<file path="src/rtl/matrix_lsu_seq.sv">
`default_nettype none
// +----------------------------------------------------------------------------+
// | Module      : matrix_lsu_seq                                               |
// | Description : Multi-beat matrix load/store sequencer for the MEM stage.    |
// |               Moves one LANES x XLEN matrix register over the XLEN port.   |
// | Revision    : 1.0 - initial release                                        |
// +----------------------------------------------------------------------------+
module matrix_lsu_seq #(
    parameter int LANES  = 4,
    parameter int XLEN   = 32,
    parameter int ADDR_W = 32
) (
    input  logic                    clk,
    input  logic                    rst,
    input  logic                    start_i,
    input  logic                    is_load_i,
    input  logic                    is_store_i,
    input  logic [ADDR_W-1:0]       base_addr_i,
    input  logic [LANES*XLEN-1:0]   st_data_i,
    input  logic [4:0]              rd_i,
    output logic                    mem_req_o,
    output logic                    mem_we_o,
    output logic [ADDR_W-1:0]       mem_addr_o,
    output logic [XLEN-1:0]         mem_wdata_o,
    input  logic                    mem_ready_i,
    input  logic [XLEN-1:0]         mem_rdata_i,
    output logic                    stall_o,
    output logic                    done_o,
    output logic                    wb_en_o,
    output logic [4:0]              rd_o,
    output logic [LANES*XLEN-1:0]   matrix_o,
    output logic                    err_o
);

    localparam int MAT_W  = LANES * XLEN;
    localparam int BEAT_W = (LANES > 1) ? $clog2(LANES) : 1;
    localparam logic [BEAT_W-1:0] LAST_BEAT = BEAT_W'(LANES - 1);

    typedef enum logic [1:0] {
        S_IDLE = 2'd0,
        S_XFER = 2'd1,
        S_DONE = 2'd2
    } state_t;

    state_t              state_q;
    logic [BEAT_W-1:0]   beat_q;
    logic [ADDR_W-1:0]   base_q;
    logic [MAT_W-1:0]    st_data_q;
    logic [4:0]          rd_q;
    logic                is_load_q;
    logic [MAT_W-1:0]    shadow_q;
    logic [MAT_W-1:0]    matrix_q;
    logic                err_q;

    logic                w_idle;
    logic                w_xfer;
    logic                w_one_op;
    logic                w_both_op;
    logic                w_aligned;
    logic                w_accept;
    logic                w_reject;
    logic [MAT_W-1:0]    matrix_d;

    assign w_idle    = (state_q == S_IDLE);
    assign w_xfer    = (state_q == S_XFER);
    assign w_one_op  = is_load_i ^ is_store_i;
    assign w_both_op = is_load_i & is_store_i;
    assign w_aligned = (base_addr_i[1:0] == 2'b00);
    assign w_accept  = w_idle & start_i & w_one_op & w_aligned;
    // A start with neither op set is a no-op, not an error.
    assign w_reject  = w_idle & start_i & (w_both_op | (w_one_op & ~w_aligned));

    // Final lane comes straight from the bus so the whole matrix lands in one edge.
    assign matrix_d  = {mem_rdata_i, shadow_q[MAT_W-XLEN-1:0]};

    always_ff @(posedge clk) begin
        if (rst) begin
            state_q   <= S_IDLE;
            beat_q    <= '0;
            base_q    <= '0;
            st_data_q <= '0;
            rd_q      <= '0;
            is_load_q <= 1'b0;
            shadow_q  <= '0;
            matrix_q  <= '0;
            err_q     <= 1'b0;
        end else begin
            err_q <= w_reject;
            case (state_q)
                S_IDLE: begin
                    if (w_accept) begin
                        state_q   <= S_XFER;
                        beat_q    <= '0;
                        base_q    <= base_addr_i;
                        st_data_q <= st_data_i;
                        rd_q      <= rd_i;
                        is_load_q <= is_load_i;
                    end
                end
                S_XFER: begin
                    if (mem_ready_i) begin
                        if (is_load_q) begin
                            shadow_q[beat_q*XLEN +: XLEN] <= mem_rdata_i;
                        end
                        if (beat_q == LAST_BEAT) begin
                            state_q <= S_DONE;
                            if (is_load_q) begin
                                matrix_q <= matrix_d;
                            end
                        end else begin
                            beat_q <= beat_q + BEAT_W'(1);
                        end
                    end
                end
                S_DONE: begin
                    state_q <= S_IDLE;
                end
                default: begin
                    state_q <= S_IDLE;
                end
            endcase
        end
    end

    assign mem_req_o   = w_xfer;
    assign mem_we_o    = w_xfer & ~is_load_q;
    assign mem_addr_o  = w_xfer ? (base_q + (ADDR_W'(beat_q) << 2)) : '0;
    assign mem_wdata_o = w_xfer ? st_data_q[beat_q*XLEN +: XLEN] : '0;
    assign stall_o     = w_xfer | w_accept;
    assign done_o      = (state_q == S_DONE);
    assign wb_en_o     = done_o & is_load_q;
    assign rd_o        = rd_q;
    assign matrix_o    = matrix_q;
    assign err_o       = err_q;

endmodule
`default_nettype wire

</file>
<file path="config.mk">
export PLATFORM = sky130hd
export DESIGN_NAME = matrix_lsu_seq
export DESIGN_NICKNAME = d
export VERILOG_FILES = /design/src/rtl/matrix_lsu_seq.sv
export SDC_FILE = /design/constraint.sdc
export NUM_CORES = 1
export LEC_CHECK = 0
export ABC_AREA = 1
export BUFFER_PORTS_ARGS = -buffer_cell sky130_fd_sc_hd__clkbuf_2
export CAP_MARGIN = 0
export CORE_ASPECT_RATIO = 0.8
export CORE_MARGIN = 8
export CORE_UTILIZATION = 30
export CTS_CLUSTER_DIAMETER = 60
export DETAILED_ROUTE_END_ITERATION = 10
export GPL_ROUTABILITY_DRIVEN = 0
export PLACE_DENSITY = 0.61
export SETUP_SLACK_MARGIN = 0.1
export SKIP_LAST_GASP = 1
export SYNTH_ARGS = -nofsm -noshare
export SYNTH_HDL_FRONTEND = slang
export SYNTH_SLANG_ARGS = --single-unit
export TNS_END_PERCENT = 20
</file>
<file path="constraint.sdc">
create_clock -name clk -period 5.15 [get_ports clk]
set_clock_uncertainty 0.1 [all_clocks]
set_input_delay 0.7725 -clock clk [delete_from_list [all_inputs] [get_ports clk]]
set_output_delay 0.7725 -clock clk [all_outputs]
set_load 0.02 [all_outputs]
</file>
After elaboration in Yosys (flattened, before gate mapping)
Index checks and enable logic that the tools add are counted.
W data, S select, Z words.
{"block": "totals", "reg_bits": 427, "inputBits": 203, "output_inout_bits": 203, "wordCells": 54}
{"block": "op_classes", "n_addsub": 3, "eq_ne": 7, "shift": 3, "n_mux": 11, "bitwise_logic": 13, "n_reduce_logical": 8}
{"op": "$bwmux W128", "n": 1}
{"op": "$shift A32 B34 Y128 const A", "n": 1}
{"op": "$shiftx A128 B8 Y32", "n": 1}
{"op": "$shiftx A32 B34 Y128", "n": 1}
{"op": "$mux W32", "n": 2}
{"op": "$neg A7 Y34", "n": 1}
{"op": "$add A32 B4 Y32", "n": 1}
{"op": "$mux W2", "n": 6}
{"op": "$and A1 B1 Y1", "n": 8}
{"op": "$pmux W2 S2", "n": 2}
{"op": "$reduce_and A4 Y1", "n": 2}
{"op": "$reduce_and A3 Y1", "n": 2}
{"op": "$eq A2 B2 Y1 const B", "n": 2}
{"op": "$logic_not A2 Y1", "n": 2}
{"op": "$ne A2 B1 Y1 const B", "n": 2}
{"op": "$ne A2 B2 Y1 const B", "n": 2}
{"op": "$add A2 B1 Y2 const B", "n": 1}
{"op": "$eq A2 B1 Y1 const B", "n": 1}
{"op": "$not A1 Y1", "n": 2}
{"op": "$or A1 B1 Y1", "n": 2}
{"op": "$reduce_and A2 Y1", "n": 1}
{"op": "$reduce_bool A2 Y1", "n": 1}
{"op": "$xor A1 B1 Y1", "n": 1}

Longest topological paths before layout
Gate-level depths: netlist (run 1).
{"block": "logic_depth", "depth_word": 6, "depth_mapped": 10, "depth_no_buf": 10}

Least setup slack after synthesis (run 1)
No wires, ideal clock.
{"block": "synth_path", "path_type": "register to output", "from": "register beat_q[0]", "to": "output port mem_addr_o[8]", "arrival_ns": 1.968, "required_time_ns": 4.278, "setup_slack_ns": 2.310, "stages_incl_launch_ff": 9, "n_path_buf": 0, "cell_sequence": "dfxtp_1 ha_1 fa_1 nand2_1 nor2_1 inv_1 nor2_1 nor2_1 a211oi_1"}
{"block": "synth_between", "elab_chain_len": 2}
{"element": "from (decl)", "line": "46", "source": "logic [BEAT_W-1:0] beat_q;"}
{"element": "from (signal assigned)", "line": "111", "source": "beat_q <= beat_q + BEAT_W'(1);"}
{"element": "$add A32 B4 Y32", "line": "127", "source": "assign mem_addr_o = w_xfer ? (base_q + (ADDR_W'(beat_q) << 2)) : '0;"}
{"element": "$mux W32", "line": "127"}
{"element": "to (decl)", "line": "23", "source": "output logic [ADDR_W-1:0] mem_addr_o,"}
No other way between the ends.

Worst setup path after layout (run 1)
{"block": "layout_path", "from": "register beat_q[0]", "to": "output port mem_wdata_o[29]"}
{"block": "layout_between", "elab_chain_len": 2}
{"element": "$shiftx A128 B8 Y32", "line": "128", "source": "assign mem_wdata_o = w_xfer ? st_data_q[beat_q*XLEN +: XLEN] : '0;"}
{"element": "$mux W32", "line": "128"}
{"element": "to (decl)", "line": "24", "source": "output logic [XLEN-1:0] mem_wdata_o,"}
No other way between the ends.

==> results of run 1 <==
## routing by layer
| metal | GRT usage | part of all wire | wire, µm | vias up |
|---|---|---|---|---|
| li1 | - | - | - | 8211 |
| met1 | 0.257 | 0.48 | 28600 | 7559 |
| met2 | 0.267 | 0.42 | 25100 | 499 |
| met3 | 0.0478 | 0.073 | 4310 | 87 |
| met4 | 0.0508 | 0.022 | 1290 | 4 |
| met5 | 0 | 0.00046 | 27 | - |
## placed cells by master (no fill, tap or decap), drive strengths merged
cell	instances
o21a	1
inv	54
o211ai	1
clkinv	8
ha	8
nor4	1
a21oi	156
nand2	243
nand3	81
or2	1
nor2	825
nand4	34
a211oi	1
a31oi	1
buf	22
o21ai	362
fa	1
clkbuf	468
o21bai	1
bufinv	3
nor3	8
dfxtp	395
xnor2	2
## how the worst max path moves through the flow
stage / to / slack (ns) / cells past startpoint
CTS: mem_wdata_o[29] / 0.97 / 5
global route: mem_wdata_o[28] / 0.82 / 5
global placement: shadow_q[71]$_SDFFE_PP0P_ / 1.47 / 7
finish: mem_wdata_o[29] / 1.10 / 5
floorplan: mem_addr_o[8] / 2.31 / 8
detailed placement: shadow_q[90]$_SDFFE_PP0P_ / 1.44 / 8
## power groups by stage
stage / Sequential, mW / Combinational, mW / Clock [mW]
finish: 3.14 / 0.568 / 3.35
global route: 3.15 / 0.635 / 3.56
global placement: 3.21 / 0.568 / 0
floorplan: 3.20 / 0.334 / 0
CTS: 3.14 / 0.571 / 3.44
detailed placement: 3.21 / 0.569 / 0
## through the flow
step | cell area [µm²] | power [mW] | setup slack (ns) | hold slack [ns] | utilization
after floorplan | 16400 | 3.54 | 2.31 | 0.325 | -
after global placement | 18700 | 3.78 | 1.47 | 0.336 | 0.346
after detailed placement | 18700 | 3.78 | 1.44 | 0.339 | 0.346
after CTS | 20200 | 7.15 | 0.967 | 0.310 | 0.375
after global routing | 20200 | 7.34 | 0.821 | 0.333 | 0.375
final | 20200 | 7.06 | 1.10 | 0.343 | 0.375
## flip-flops by register name, indices dropped and copies added, names as in the netlist
| name | count |
|---|---|
| state_q | 2 |
| is_load_q | 1 |
| st_data_q | 128 |
| beat_q | 2 |
| matrix_o | 128 |
| err_o | 1 |
| base_q | 32 |
| rd_o | 5 |
| shadow_q | 96 |
## worst max-delay path: stages (launching register included)
cell and delay [ns]:
dfxtp_2 0.33, buf_4 0.64, inv_2 0.56, o21ai_0 0.71
a21oi_1 0.13, clkbuf_2 0.20
## kinds of logic (layout without fill, tap and decap cells)
group | Yosys count | after routing | synth area share
and+or+nand+nor | 1193 | 1193 | 0.286
AOI/OAI and AO/OA | 523 | 523 | 0.160
DFF | 395 | 395 | 0.483
buffers and inverters | 225 | 555 | 0.0622
adders and majority gates | 9 | 9 | 0.00733
xor gates and xnor gates | 2 | 2 | 0.00107
## final cells by class
cell class,count,area [µm²]
multi-input cells,1727,7480
clock inverters,18,229
well taps,702,878
flip-flops and latches,395,7910
inverters,47,186
clock buffers,64,1320
fillers,5810,33700
repair buffers,426,2220
==> impl_metrics.tcl, run 1 <==
set metrics [dict create \
    hold_violations 0 \
    grt_pass1_vias 15420 \
    setup_viol 0 \
    max_freq_ghz 0.247 \
    wl_per_cell_um 17.6 \
    r2r_slack_ns 1.45 \
    ys.flop_type "dfxtp_1" \
    p_sw_frac 0.257 \
    hpwlAfterDp_um 40400 \
    worstHoldPathType "reg2reg" \
    vias_per_cell 4.84 \
    yosysWarnings 0 \
    required_ns 4.28 \
    grt_max_degree 175 \
    cts_buffers 45 \
    synth_top_cell_area_share 0.483 \
    ant_nets 0 \
    holdPathEnd "base_q[1]$_SDFFE_PP0P_" \
    yosysMostFrequentCell "nor2_1" \
    async_flop_share 0 \
    core-area_mm2 0.0539 \
    cts_num_sinks 395 \
    powerDensity_mw_per_mm2 349 \
    antenna_found_initial 3 \
    grtUsageTotal 0.181 \
    start_util 0.304 \
    port_buffers 405 \
    clock-root-buffer "clkbuf_16" \
    worst_pin_slew_ns 1.22 \
    ff2ff_path_depth 7 \
    setup_tns_ns 0 \
    ys_top_cells_by_count "nor2_1 (824), dfxtp_1 (395), o21ai_0 (249)" \
    cts_hold_buffers 0 \
    diodes 0 \
    dp.cells 3297 \
    dieArea_mm2 0.0624 \
    syn2layout_area_growth_pct 23.5 \
    syn_area_per_cell_um2 6.98 \
    post-cts-setup-buffers 0 \
    crit_start "beat_q[0]$_SDFFE_PP0P_" \
    synth_area_mm2 0.0164 \
    peakVddDrop_v 0.000204 \
    htree_levels 2 \
    slew_headroom 0.184 \
    r2r-end "shadow_q[70]$_SDFFE_PP0P_" \
    path_max_fanout 69 \
    nets 2854 \
    clk_pin_slew_ns 0.06 \
    synth_edf_count 0 \
    fin_crit_ns 4.05 \
    die_y_um 225 \
    whs_path_depth 2 \
    die_w_um 277 \
    synth_cell_type_count 30 \
    p_int_mw 5.25 \
    ys_seq_elements 395 \
    io-pin-count 406 \
    synth_area_leaders "dfxtp_1 (48%), nor2_1 (19%), o21ai_0 (7.6%)" \
    end_kind "output port" \
    p_switching_mw 1.81 \
    seq_area_frac_synth 0.483 \
    cts_tree "done" \
    wl_um 59300 \
    slew_violations 0 \
    power.leakage_nw 7.87 \
    row_count 76 \
    layout-drive-gt1-share 0.192 \
    remaining_drc_errors 0 \
    cp.arrival_ns 3.17 \
    clk_latency_ns 0.58 \
    grt_pass1_wl_um 90900 \
    path_class "reg2out" \
    seq_power_share 0.445 \
    yosys.area.top_type "dfxtp_1" \
    outcome "complete, no violations" \
    maxCapViolCount 0 \
    dr.pass1.iters 5 \
    finalNonFillerCells 3379 \
    cts_buffer_depth 3 \
    clkPwrFrac 0.474 \
    vias 16360 \
    drt-initial-drc-count 1398 \
    reg2reg_from "beat_q[0]$_SDFFE_PP0P_" \
    synth_nets 2559 \
    hp-start "base_q[1]$_SDFFE_PP0P_" \
    syn_inst 2347 \
    cts_resized 0 \
    grt_setup_unrepaired "false" \
    period_share 0.786 \
    grt_overflow_total 0 \
    p_comb_frac 0.080 \
    startpoint_type "register" \
]
(Power assumes the default switching activity.)
==> run 2, diff against run 1 <==
clock period = 4.1 ns   (was 5.15 ns; I/O delays follow)
==> run 2 against run 1 <==
First-iteration DRC count up 7.4%. Non-clock buffer count up 6. Count of clock-buffer cells in the layout up 1. Clock power up 23%. Critical endpoint is now mem_addr_o[8].
==> impl_metrics.tcl, run 2 (synthesis results as in run 1) <==
set metrics [dict create \
    grtUsageTotal 0.181 \
    slew_headroom 0.313 \
    startpoint_type "register" \
    maxCapViolCount 0 \
    max_freq_ghz 0.301 \
    dpl_worst_slack_ns 1.27 \
    peakVddDrop_v 0.000314 \
    hp-start "st_data_i[29]" \
    crit_start "beat_q[0]$_SDFFE_PP0P_" \
    cts_tree "done" \
    dieArea_mm2 0.0624 \
    powerDensity_mw_per_mm2 433 \
    cts_buffers 46 \
    outcome "complete, no violations" \
    die_y_um 225 \
    path_class "reg2out" \
    grt_max_degree 175 \
    r2r-end "matrix_o[16]$_SDFFE_PP0P_" \
    path_common_cell "nor2_1" \
    layout-drive-gt1-share 0.191 \
    power.leakage_nw 7.86 \
    slew_violations 0 \
    multi_input_area_mm2 0.00748 \
    cts_num_sinks 395 \
    grt_setup_unrepaired "false" \
    end_kind "output port" \
    worst_pin_slew_ns 1.03 \
    slowest_stage "dfxtp_2" \
    setup_viol 0 \
    start_util 0.304 \
    r2r_slack_ns 1.35 \
    final_cell_mix "nor2_1 (824), clkbuf_2 (404), dfxtp_1 (393)" \
    worstHoldPathType "in2reg" \
    p_sw_frac 0.252 \
    vias_per_cell 4.84 \
    fin_crit_ns 3.32 \
    port_buffers 405 \
    layout_commonest_cell "nor2_1" \
    nets 2861 \
    cts_hold_buffers 0 \
    final_util 0.376 \
    crit_end "mem_addr_o[8]" \
    wl_um 58800 \
    drt-initial-drc-count 1502 \
    die_w_um 277 \
    dr.pass1.iters 5 \
    regArea_mm2 0.00791 \
    clk_latency_ns 0.56 \
    cp_top_family "simple AND/OR/NAND/NOR gates" \
    p_switching_mw 2.22 \
    grt_pass1_vias 15558 \
    ff2ff_path_depth 7 \
    p_int_mw 6.56 \
    p_comb_frac 0.081 \
    remaining_drc_errors 0 \
    post-cts-setup-buffers 0 \
    setup_tns_ns 0 \
    row_count 76 \
    io-pin-count 406 \
    critPathBufInv 2 \
    fillers 5783 \
    reg2reg_from "beat_q[0]$_SDFFE_PP0P_" \
    vias 16373 \
    required_ns 3.38 \
    fin_ws_ns 0.782 \
    cp_num_cells 9 \
    ant_nets 0 \
    cts_buffer_depth 3 \
    cts_resized 0 \
    antenna_found_initial 5 \
    grt_overflow_total 0 \
    seq_power_share 0.450 \
    clock-root-buffer "clkbuf_16" \
    clk_pin_slew_ns 0.06 \
    core-area_mm2 0.0539 \
    critPathMaxStageDelay_ns 0.35 \
    grt_pass1_wl_um 91400 \
    wl_per_cell_um 17.4 \
    cp.arrival_ns 2.60 \
    path_max_fanout 5 \
    hpwlAfterDp_um 40700 \
    syn2layout_area_growth_pct 23.6 \
    htree_levels 2 \
    clkPwrFrac 0.469 \
    path_cells "ha_1 -> fa_1 -> nand2_1 -> nor2_1 -> inv_1 -> nor2_1 -> nor2_1 -> a211oi_1 -> clkbuf_2" \
    hold_violations 0 \
    period_share 0.809 \
]
run 2: changes by cell type in the layout (fill, tap and decap cells not counted):
cell	previous run	this run
clkinv_2	5	3
diode_2	0	1
inv_6	5	3
clkinvlp_4	0	2
buf_12	3	5
clkbuf_8	12	7
inv_8	3	2
buf_4	19	23
clkinv_8	1	0
clkbuf_16	45	47
clkbuf_1	7	11
run 2: worst min-delay path by stage:
stage,end,slack (ns),cells after the start
final,st_data_q[29]$_SDFFE_PP0P_,0.20,3
after global routing,st_data_q[41]$_SDFFE_PP0P_,0.18,3
after CTS,st_data_q[29]$_SDFFE_PP0P_,0.16,3
after detailed placement,base_q[0]$_SDFFE_PP0P_,0.34,2
after global placement,base_q[0]$_SDFFE_PP0P_,0.34,2
after floorplan,base_q[0]$_SDFFE_PP0P_,0.32,2
run 2: tightest hold or removal path, stage by stage:
cell	delay, ns
clkbuf_2	0.07
o21ai_0	0.07
nor2_1	0.07
run 2: power groups by stage:
stage          registers (mW)  logic [mW]  clock network [mW]
4_1_cts                  3.95       0.723                4.22
5_1_grt                  3.96       0.804                4.39
6_report                 3.95       0.714                4.11
3_5_place_dp             4.04       0.719                   0
3_3_place_gp             4.04       0.716                   0
2_1_floorplan            4.03       0.420                   0
run 2: final cells by class:
class | instances | area share
inverters | 47 | 0.00920
well taps | 702 | 0.0434
diodes | 1 | 0.000124
repair buffers | 432 | 0.113
clock buffers | 65 | 0.0649
multi-input cells | 1727 | 0.369
clock inverters | 14 | 0.00933
flip-flops and latches | 395 | 0.391
run 2: through the flow:
stage	power [mW]	hold slack (ns)	cells	area, µm²
after floorplan	4.45	0.325	2347	16400
after global placement	4.75	0.336	3303	18800
after detailed placement	4.76	0.336	3303	18800
after CTS	8.90	0.156	3382	20300
after global routing	9.15	0.180	3383	20300
final	8.78	0.200	3383	20300
run 2: per-layer routing:
metal	up-vias	GRT usage	wire, µm
met5	-	0	50
met4	8	0.0539	1510
met3	96	0.0443	4190
met2	515	0.269	24600
met1	7524	0.259	28500
li1	8230	-	-
